[src/rtl/spi_pkg.sv]
// Shared types and constants for the SPI transfer sequencer slice.
package spi_pkg;

  localparam int unsigned SPI_BYTE_W = 8;

  typedef enum logic [2:0] {
    IDLE    = 3'd0,
    START   = 3'd1,
    WAIT_LO = 3'd2,
    WAIT_HI = 3'd3,
    CAPTURE = 3'd4
  } spi_state_e;

endpackage

[src/rtl/spi_byte_fifo.sv]
// Single-clock byte FIFO with explicit occupancy count; pointers wrap modulo DEPTH.
module spi_byte_fifo
  import spi_pkg::*;
#(
  parameter int unsigned DEPTH = 8
) (
  input  logic                    clk_i,
  input  logic                    rst_ni,
  input  logic                    push_i,
  input  logic [SPI_BYTE_W-1:0]   wdata_i,
  input  logic                    pop_i,
  output logic [SPI_BYTE_W-1:0]   rdata_o,
  output logic [$clog2(DEPTH):0]  count_o,
  output logic                    full_o,
  output logic                    empty_o
);

  localparam int unsigned AW = $clog2(DEPTH);
  localparam int unsigned CW = AW + 1;

  logic [SPI_BYTE_W-1:0] mem_q [DEPTH];
  logic [AW-1:0]         wr_ptr_q, wr_ptr_d;
  logic [AW-1:0]         rd_ptr_q, rd_ptr_d;
  logic [CW-1:0]         count_q, count_d;
  logic                  push_en, pop_en;

  assign full_o  = (count_q == CW'(DEPTH));
  assign empty_o = (count_q == '0);
  assign count_o = count_q;
  assign rdata_o = mem_q[rd_ptr_q];

  assign push_en = push_i & ~full_o;
  assign pop_en  = pop_i & ~empty_o;

  always_comb begin
    wr_ptr_d = wr_ptr_q;
    rd_ptr_d = rd_ptr_q;
    count_d  = count_q;
    if (push_en) wr_ptr_d = wr_ptr_q + AW'(1);
    if (pop_en)  rd_ptr_d = rd_ptr_q + AW'(1);
    unique case ({push_en, pop_en})
      2'b10:   count_d = count_q + CW'(1);
      2'b01:   count_d = count_q - CW'(1);
      default: count_d = count_q;
    endcase
  end

  always_ff @(posedge clk_i or negedge rst_ni) begin
    if (!rst_ni) begin
      wr_ptr_q <= '0;
      rd_ptr_q <= '0;
      count_q  <= '0;
    end else begin
      wr_ptr_q <= wr_ptr_d;
      rd_ptr_q <= rd_ptr_d;
      count_q  <= count_d;
    end
  end

  always_ff @(posedge clk_i) begin
    if (push_en) mem_q[wr_ptr_q] <= wdata_i;
  end

endmodule

[src/rtl/spi_xfer_sequencer.sv]
// Streams FIFO-buffered bytes through a free-running SPI master, one t_start per byte,
// and returns each received byte through a valid/ready slot with per-phase timeout.
module spi_xfer_sequencer
  import spi_pkg::*;
#(
  parameter int unsigned DEPTH       = 8,
  parameter int unsigned TIMEOUT_CYC = 1024,
  parameter int unsigned CNT_W       = 11
) (
  input  logic                    sys_clk,
  input  logic                    rstn,
  input  logic [SPI_BYTE_W-1:0]   tx_data,
  input  logic                    tx_valid,
  output logic                    tx_ready,
  output logic [SPI_BYTE_W-1:0]   rx_data,
  output logic                    rx_valid,
  input  logic                    rx_ready,
  output logic                    spi_t_start,
  output logic [SPI_BYTE_W-1:0]   spi_d_in,
  input  logic [SPI_BYTE_W-1:0]   spi_d_out,
  input  logic                    spi_cs,
  output logic                    busy,
  output logic [$clog2(DEPTH):0]  tx_level,
  output logic                    timeout_err,
  input  logic                    err_clr
);

  localparam logic [CNT_W-1:0] TO_LAST = CNT_W'(TIMEOUT_CYC - 1);

  spi_state_e            state_q, state_d;
  logic [CNT_W-1:0]      cnt_q, cnt_d;
  logic [SPI_BYTE_W-1:0] d_in_q, d_in_d;
  logic [SPI_BYTE_W-1:0] rx_data_q, rx_data_d;
  logic                  rx_valid_q, rx_valid_d;
  logic                  t_start_q, t_start_d;
  logic                  err_q, err_d;

  logic [SPI_BYTE_W-1:0] fifo_rdata;
  logic                  fifo_full, fifo_empty, pop;

  spi_byte_fifo #(
    .DEPTH(DEPTH)
  ) u_fifo (
    .clk_i   (sys_clk),
    .rst_ni  (rstn),
    .push_i  (tx_valid),
    .wdata_i (tx_data),
    .pop_i   (pop),
    .rdata_o (fifo_rdata),
    .count_o (tx_level),
    .full_o  (fifo_full),
    .empty_o (fifo_empty)
  );

  assign tx_ready    = ~fifo_full;
  assign busy        = (state_q != IDLE);
  assign rx_data     = rx_data_q;
  assign rx_valid    = rx_valid_q;
  assign spi_t_start = t_start_q;
  assign spi_d_in    = d_in_q;
  assign timeout_err = err_q;

  always_comb begin
    state_d    = state_q;
    cnt_d      = cnt_q;
    d_in_d     = d_in_q;
    rx_data_d  = rx_data_q;
    rx_valid_d = rx_valid_q;
    t_start_d  = 1'b0;
    err_d      = err_q & ~err_clr;
    pop        = 1'b0;

    if (rx_valid_q && rx_ready) rx_valid_d = 1'b0;

    // The awaited cs level takes priority over an expiring count in the same cycle.
    unique case (state_q)
      IDLE: begin
        if (!fifo_empty && !rx_valid_q && spi_cs) begin
          pop       = 1'b1;
          d_in_d    = fifo_rdata;
          t_start_d = 1'b1;
          state_d   = START;
        end
      end
      START: begin
        cnt_d   = '0;
        state_d = WAIT_LO;
      end
      WAIT_LO: begin
        if (!spi_cs) begin
          cnt_d   = '0;
          state_d = WAIT_HI;
        end else if (cnt_q == TO_LAST) begin
          err_d   = 1'b1;
          state_d = IDLE;
        end else begin
          cnt_d = cnt_q + CNT_W'(1);
        end
      end
      WAIT_HI: begin
        if (spi_cs) begin
          state_d = CAPTURE;
        end else if (cnt_q == TO_LAST) begin
          err_d   = 1'b1;
          state_d = IDLE;
        end else begin
          cnt_d = cnt_q + CNT_W'(1);
        end
      end
      CAPTURE: begin
        rx_data_d  = spi_d_out;
        rx_valid_d = 1'b1;
        state_d    = IDLE;
      end
      default: state_d = IDLE;
    endcase
  end

  always_ff @(posedge sys_clk or negedge rstn) begin
    if (!rstn) begin
      state_q    <= IDLE;
      cnt_q      <= '0;
      d_in_q     <= '0;
      rx_data_q  <= '0;
      rx_valid_q <= 1'b0;
      t_start_q  <= 1'b0;
      err_q      <= 1'b0;
    end else begin
      state_q    <= state_d;
      cnt_q      <= cnt_d;
      d_in_q     <= d_in_d;
      rx_data_q  <= rx_data_d;
      rx_valid_q <= rx_valid_d;
      t_start_q  <= t_start_d;
      err_q      <= err_d;
    end
  end

endmodule

[config.mk]
export PLATFORM = sky130hd
export DESIGN_NAME = spi_xfer_sequencer
export DESIGN_NICKNAME = d
export VERILOG_FILES = /design/src/rtl/spi_pkg.sv /design/src/rtl/spi_byte_fifo.sv /design/src/rtl/spi_xfer_sequencer.sv
export SDC_FILE = /design/constraint.sdc
export NUM_CORES = 1
export LEC_CHECK = 0
export BUFFER_PORTS_ARGS = -buffer_cell sky130_fd_sc_hd__clkbuf_2
export CAP_MARGIN = 20
export CORE_MARGIN = 4
export CORE_UTILIZATION = 40
export CTS_CLUSTER_DIAMETER = 80
export CTS_CLUSTER_SIZE = 10
export DETAILED_ROUTE_END_ITERATION = 12
export GPL_TIMING_DRIVEN = 0
export REMOVE_ABC_BUFFERS = 1
export SYNTH_ARGS = -nofsm -noshare
export SYNTH_HDL_FRONTEND = slang
export SYNTH_SLANG_ARGS = --single-unit
[constraint.sdc]
create_clock -name sys_clk -period 3.1 [get_ports sys_clk]
set_input_delay 0.31 -clock sys_clk [delete_from_list [all_inputs] [get_ports sys_clk]]
set_output_delay 0.31 -clock sys_clk [all_outputs]
set_load 0.02 [all_outputs]
==> impl_summary.txt <==
----------------------------------------------------
[Layout]
  NumNets Final ... 379
  Number of cells in the finished layout apart from fillers ... 495
  Final core utilization ... 47.9%
  Layout area overhead ... 15.2%
  Diode insertion count for antenna repair ... 0
  Number of inserted filler cells in the final layout ... 939
  Fraction of final layout cells with drive strength greater than 1 ... 29.6%

[Pwr]
  Clock group share of total power ... 22.5%
  Leakage Power ... 2.04 nW
  Relative contribution of sequential cells to total power ... 44.9%
  Overall power of the completed layout ... 4.79 mW
  P_sw ... 1.67 mW
  Power Dens Cells ... 911 mW/mm2
  Switching Fraction ... 34.8%
  Cell Int Power ... 3.13 mW
  IR drop worst, VDD ... 0.000367 V
  Combinational Power Share ... 32.7%

[Clock tree]
  CTS Hold Buffers Added ... 0
  Sinks on the clock net ... 107
  Latest clock arrival within the worst-skew pair ... 340 ps
  Quantity of gates resized following cts ... 0
  Setup fix buffers added after clock tree synthesis ... 1
  Clock buffer count from CTS ... 9
  Level count of the clock H-tree ... 3
  TritonCTS clock tree ... done
  Root cell of the clock tree ... sky130_fd_sc_hd__clkbuf_16
  Maximum number of buffers from clock root to sink ... 2
  Clock transition at path regs ... 70 ps

[Setup path]
  Startpoint class of the critical path ... flop
  Worst setup path startpoint ... state_q[0]
  Worst Path Max Fanout ... 8
  Register-to-register setup slack ... 410 ps
  Start of the worst register-to-register path ... state_q[0]
  Crit Reg-Reg Endpoint ... u_fifo.count_o[3]
  Endpoint kind of the worst setup timing path ... flop
  Capture point of the worst path ... u_fifo.count_o[3]
  Crit path arrival time ... 2900 ps
  Critical path type ... flop to flop
  Number of cells traversed by the worst register-to-register path ... 7
  Worst path required time ... 3320 ps

[STA]
  Final number of max-transition violations ... 0
  Relative slew margins ... 37.8%
  Setup WS post-layout ... 415 ps
  Least-Margin Pin Slew ... 929 ps
  Max Clk Rate ... 372 MHz
  Final Cycle Share ... 86.6%
  Number of setup violations in the final report ... 0
  Unrepaired setup endpoints after global routing ... no
  Number of hold violations in the final report ... 0
  Post-layout min period ... 2690 ps
  Clock Skew ... 8.11 ps

[Floorplanning]
  Row Count ... 38
  Die extent in y ... 115 um
  Die width ... 115 um
  Effective utilization at floorplan ... 41.6%
  Die Footprint ... 0.0132 mm2
  I/O pin count ... 47
  Total core area ... 0.0110 mm2

[Logic synthesis]
  Average cell area after synthesis ... 15.3 um2
  Async set-reset flop share out of synthesis ... 40.2%
  Cell area after synthesis ... 0.00457 mm2
  Main synth FF type ... sky130_fd_sc_hd__edfxtp_1
  Warning count from the yosys run ... 0
  Mapped Cells ... 299
  Number of register bits inferred by synthesis ... 107
  Share of the yosys chip area belonging to registers ... 65.6%
  Number of enable-type register cells in the synthesized netlist ... 64
  Count of different cell masters after synthesis ... 56

[Min path]
  Path type of the worst min-delay path ... input port to asynchronous set/reset pin

[Place]
  Placed Cells ... 478
  DP HPWL ... 5.82 mm
  Weighted congestion at the end of routability-driven global placement ... 0.708
  Number of buffers inserted by port buffering ... 46
  Pre-CTS worst setup slack ... -46.2 ps

[Global routing]
  Vias in the first global route ... 2653
  Routing usage on met1 ... 17.1%
  Met3 usage in global routing ... 4.00%
  Congestion Overflow GR ... 0
  Met2 global-route usage ... 23.0%
  Overall track demand over capacity in global routing ... 13.7%
  Wire length of the first global-routing pass ... 13.7 mm
  Largest net degree at the start of global routing ... 25
  Initial antenna violation count ... 0
  Global route hottest layer ... met2

[Detailed routing]
  Number of vias per cell ... 5.23
  Iteration-0 DRC count of the detailed router ... 102
  Aggregate routed wire length ... 8.30 mm
  Total number of vias ... 2589
  Final routed DRC violation total ... 0
  Number of antenna-violating nets in the routed design ... 0
  Average detailed-routed wire length per instance ... 16.8 um
  Number of detailed-route iterations in the first pass ... 4

[Flow run]
  Reported max-cap violation count ... 0

[Outcome]
  Run status ... finished, final reports clean

----------------------------------------------------
-- state kept, by name (all words and copies together), names as in the netlist --
register / cells
u_fifo.count_o: 4
state_q: 3
cnt_q: 11
spi_t_start: 1
u_fifo.wr_ptr_q: 3
timeout_err: 1
u_fifo.mem_q: 64
rx_data: 8
u_fifo.rd_ptr_q: 3
spi_d_in: 8
rx_valid: 1
-- worst min-delay path by stage --
stage / start / endpoint / cells after the start
finish: rstn / rx_data[0] / 1
global route: rstn / u_fifo.wr_ptr_q[0] / 1
CTS: rstn / u_fifo.wr_ptr_q[0] / 1
detailed placement: rstn / rx_data[0] / 1
global placement: cnt_q[10] / cnt_q[10] / 1
floorplan: rstn / cnt_q[0] / 0
-- cells in the final DEF (no fill, tap or decap), drive strengths merged, types with 2 or more instances in the layout --
master / count
nor3: 5
o311ai: 2
and3: 4
xnor2: 4
nor4: 4
mux4: 16
nor3b: 2
nor4b: 2
xor2: 2
o21ai: 7
clkinvlp: 2
inv: 15
mux2i: 8
o41ai: 2
buf: 6
ha: 6
nand2b: 5
mux2: 10
nand2: 20
o211ai: 2
nand4: 2
clkbuf: 55
nand3: 11
dfrtp: 43
or3: 6
nor2: 19
o22ai: 2
or2: 3
edfxtp: 64
a21oi: 12
-- final cells by class --
type	instances	area, um2	area share [%]
Timing Repair Buffer	52	323	6.13
Inverter	11	41.3	0.785
Clock buffer	9	225	4.28
Multi-Input combinational cell	169	1440	27.4
Clock inverter	7	56.3	1.07
Tap cell	140	175	3.33
Sequential cell	107	3000	57.0
-- power groups by stage --
stage               Clock (mW)  Sequential [mW]  Combinational [mW]
detailed placement           0             2.19                1.59
floorplan                    0             2.30               0.920
CTS                       1.11             2.16                1.60
finish                    1.08             2.15                1.57
global route              1.17             2.21                1.72
global placement             0             2.22                1.44
-- cell usage after synthesis, types with 2 or more instances --
master                     number  share of area [%]
sky130_fd_sc_hd__edfxtp_1      64                 42
sky130_fd_sc_hd__dfrtp_1       43                 24
sky130_fd_sc_hd__nand2_1       19                1.6
sky130_fd_sc_hd__nor2_1        19                1.6
sky130_fd_sc_hd__mux4_2        15                7.4
sky130_fd_sc_hd__inv_1         11               0.90
sky130_fd_sc_hd__mux2_2        10                2.5
sky130_fd_sc_hd__nand3_1       10                1.1
sky130_fd_sc_hd__mux2i_1        8                1.8
sky130_fd_sc_hd__a21oi_1        7               0.77
sky130_fd_sc_hd__o21ai_0        7               0.77
sky130_fd_sc_hd__ha_1           6                1.6
sky130_fd_sc_hd__a21oi_2        5               0.96
sky130_fd_sc_hd__nand2b_1       5               0.68
sky130_fd_sc_hd__nor3_1         5               0.55
sky130_fd_sc_hd__or3_1          5               0.68
sky130_fd_sc_hd__and3_1         4               0.55
sky130_fd_sc_hd__buf_2          3               0.33
sky130_fd_sc_hd__nor4_1         3               0.41
sky130_fd_sc_hd__xnor2_1        3               0.58
sky130_fd_sc_hd__buf_4          2               0.33
sky130_fd_sc_hd__buf_6          2               0.49
sky130_fd_sc_hd__clkbuf_1       2               0.16
sky130_fd_sc_hd__nand4_1        2               0.27
sky130_fd_sc_hd__nor3b_1        2               0.33
sky130_fd_sc_hd__o211ai_1       2               0.33
sky130_fd_sc_hd__o22ai_1        2               0.27
sky130_fd_sc_hd__o311ai_0       2               0.38
sky130_fd_sc_hd__o41ai_1        2               0.38
sky130_fd_sc_hd__or2_1          2               0.27
sky130_fd_sc_hd__xor2_1         2               0.38
-- cell families (layout without fill, tap and decap cells) --
group           Yosys count  in the layout  synth area share, %
fa+ha+maj                 7              7                 2.08
flops                   107            107                 65.6
mux                      34             34                 12.2
simple gates             87             87                 10.7
buf+inv                  23             79                 2.74
xor+xnor                  6              6                 1.32
compound gates           35             35                 5.29
-- routing by layer --
metal / up-vias / routed length [um]
met5: - / 0
met3: 6 / 251
met2: 22 / 4380
li1: 1234 / -
met1: 1327 / 3590
met4: 0 / 74
-- stage by stage --
step | hold WS [ps] | TNS (ps) | instance area, um2
after global routing | 34.2 | 0 | 5260
after detailed placement | 389 | -46.2 | 4970
after floorplan | 14.4 | 0 | 4480
after global placement | 467 | -676 | 4890
after CTS | 15.0 | 0 | 5260
final | 2.91 | 0 | 5260
-- critical path, cell delays in order (launching register included) --
cell                       delay (ps)
sky130_fd_sc_hd__dfrtp_1          440
sky130_fd_sc_hd__or3_4            440
sky130_fd_sc_hd__nor4b_4          340
sky130_fd_sc_hd__ha_1             350
sky130_fd_sc_hd__ha_1             280
sky130_fd_sc_hd__a21oi_1          220
sky130_fd_sc_hd__o21ai_0          150
sky130_fd_sc_hd__o311ai_0         340
Power figures use the tool's default switching activity.
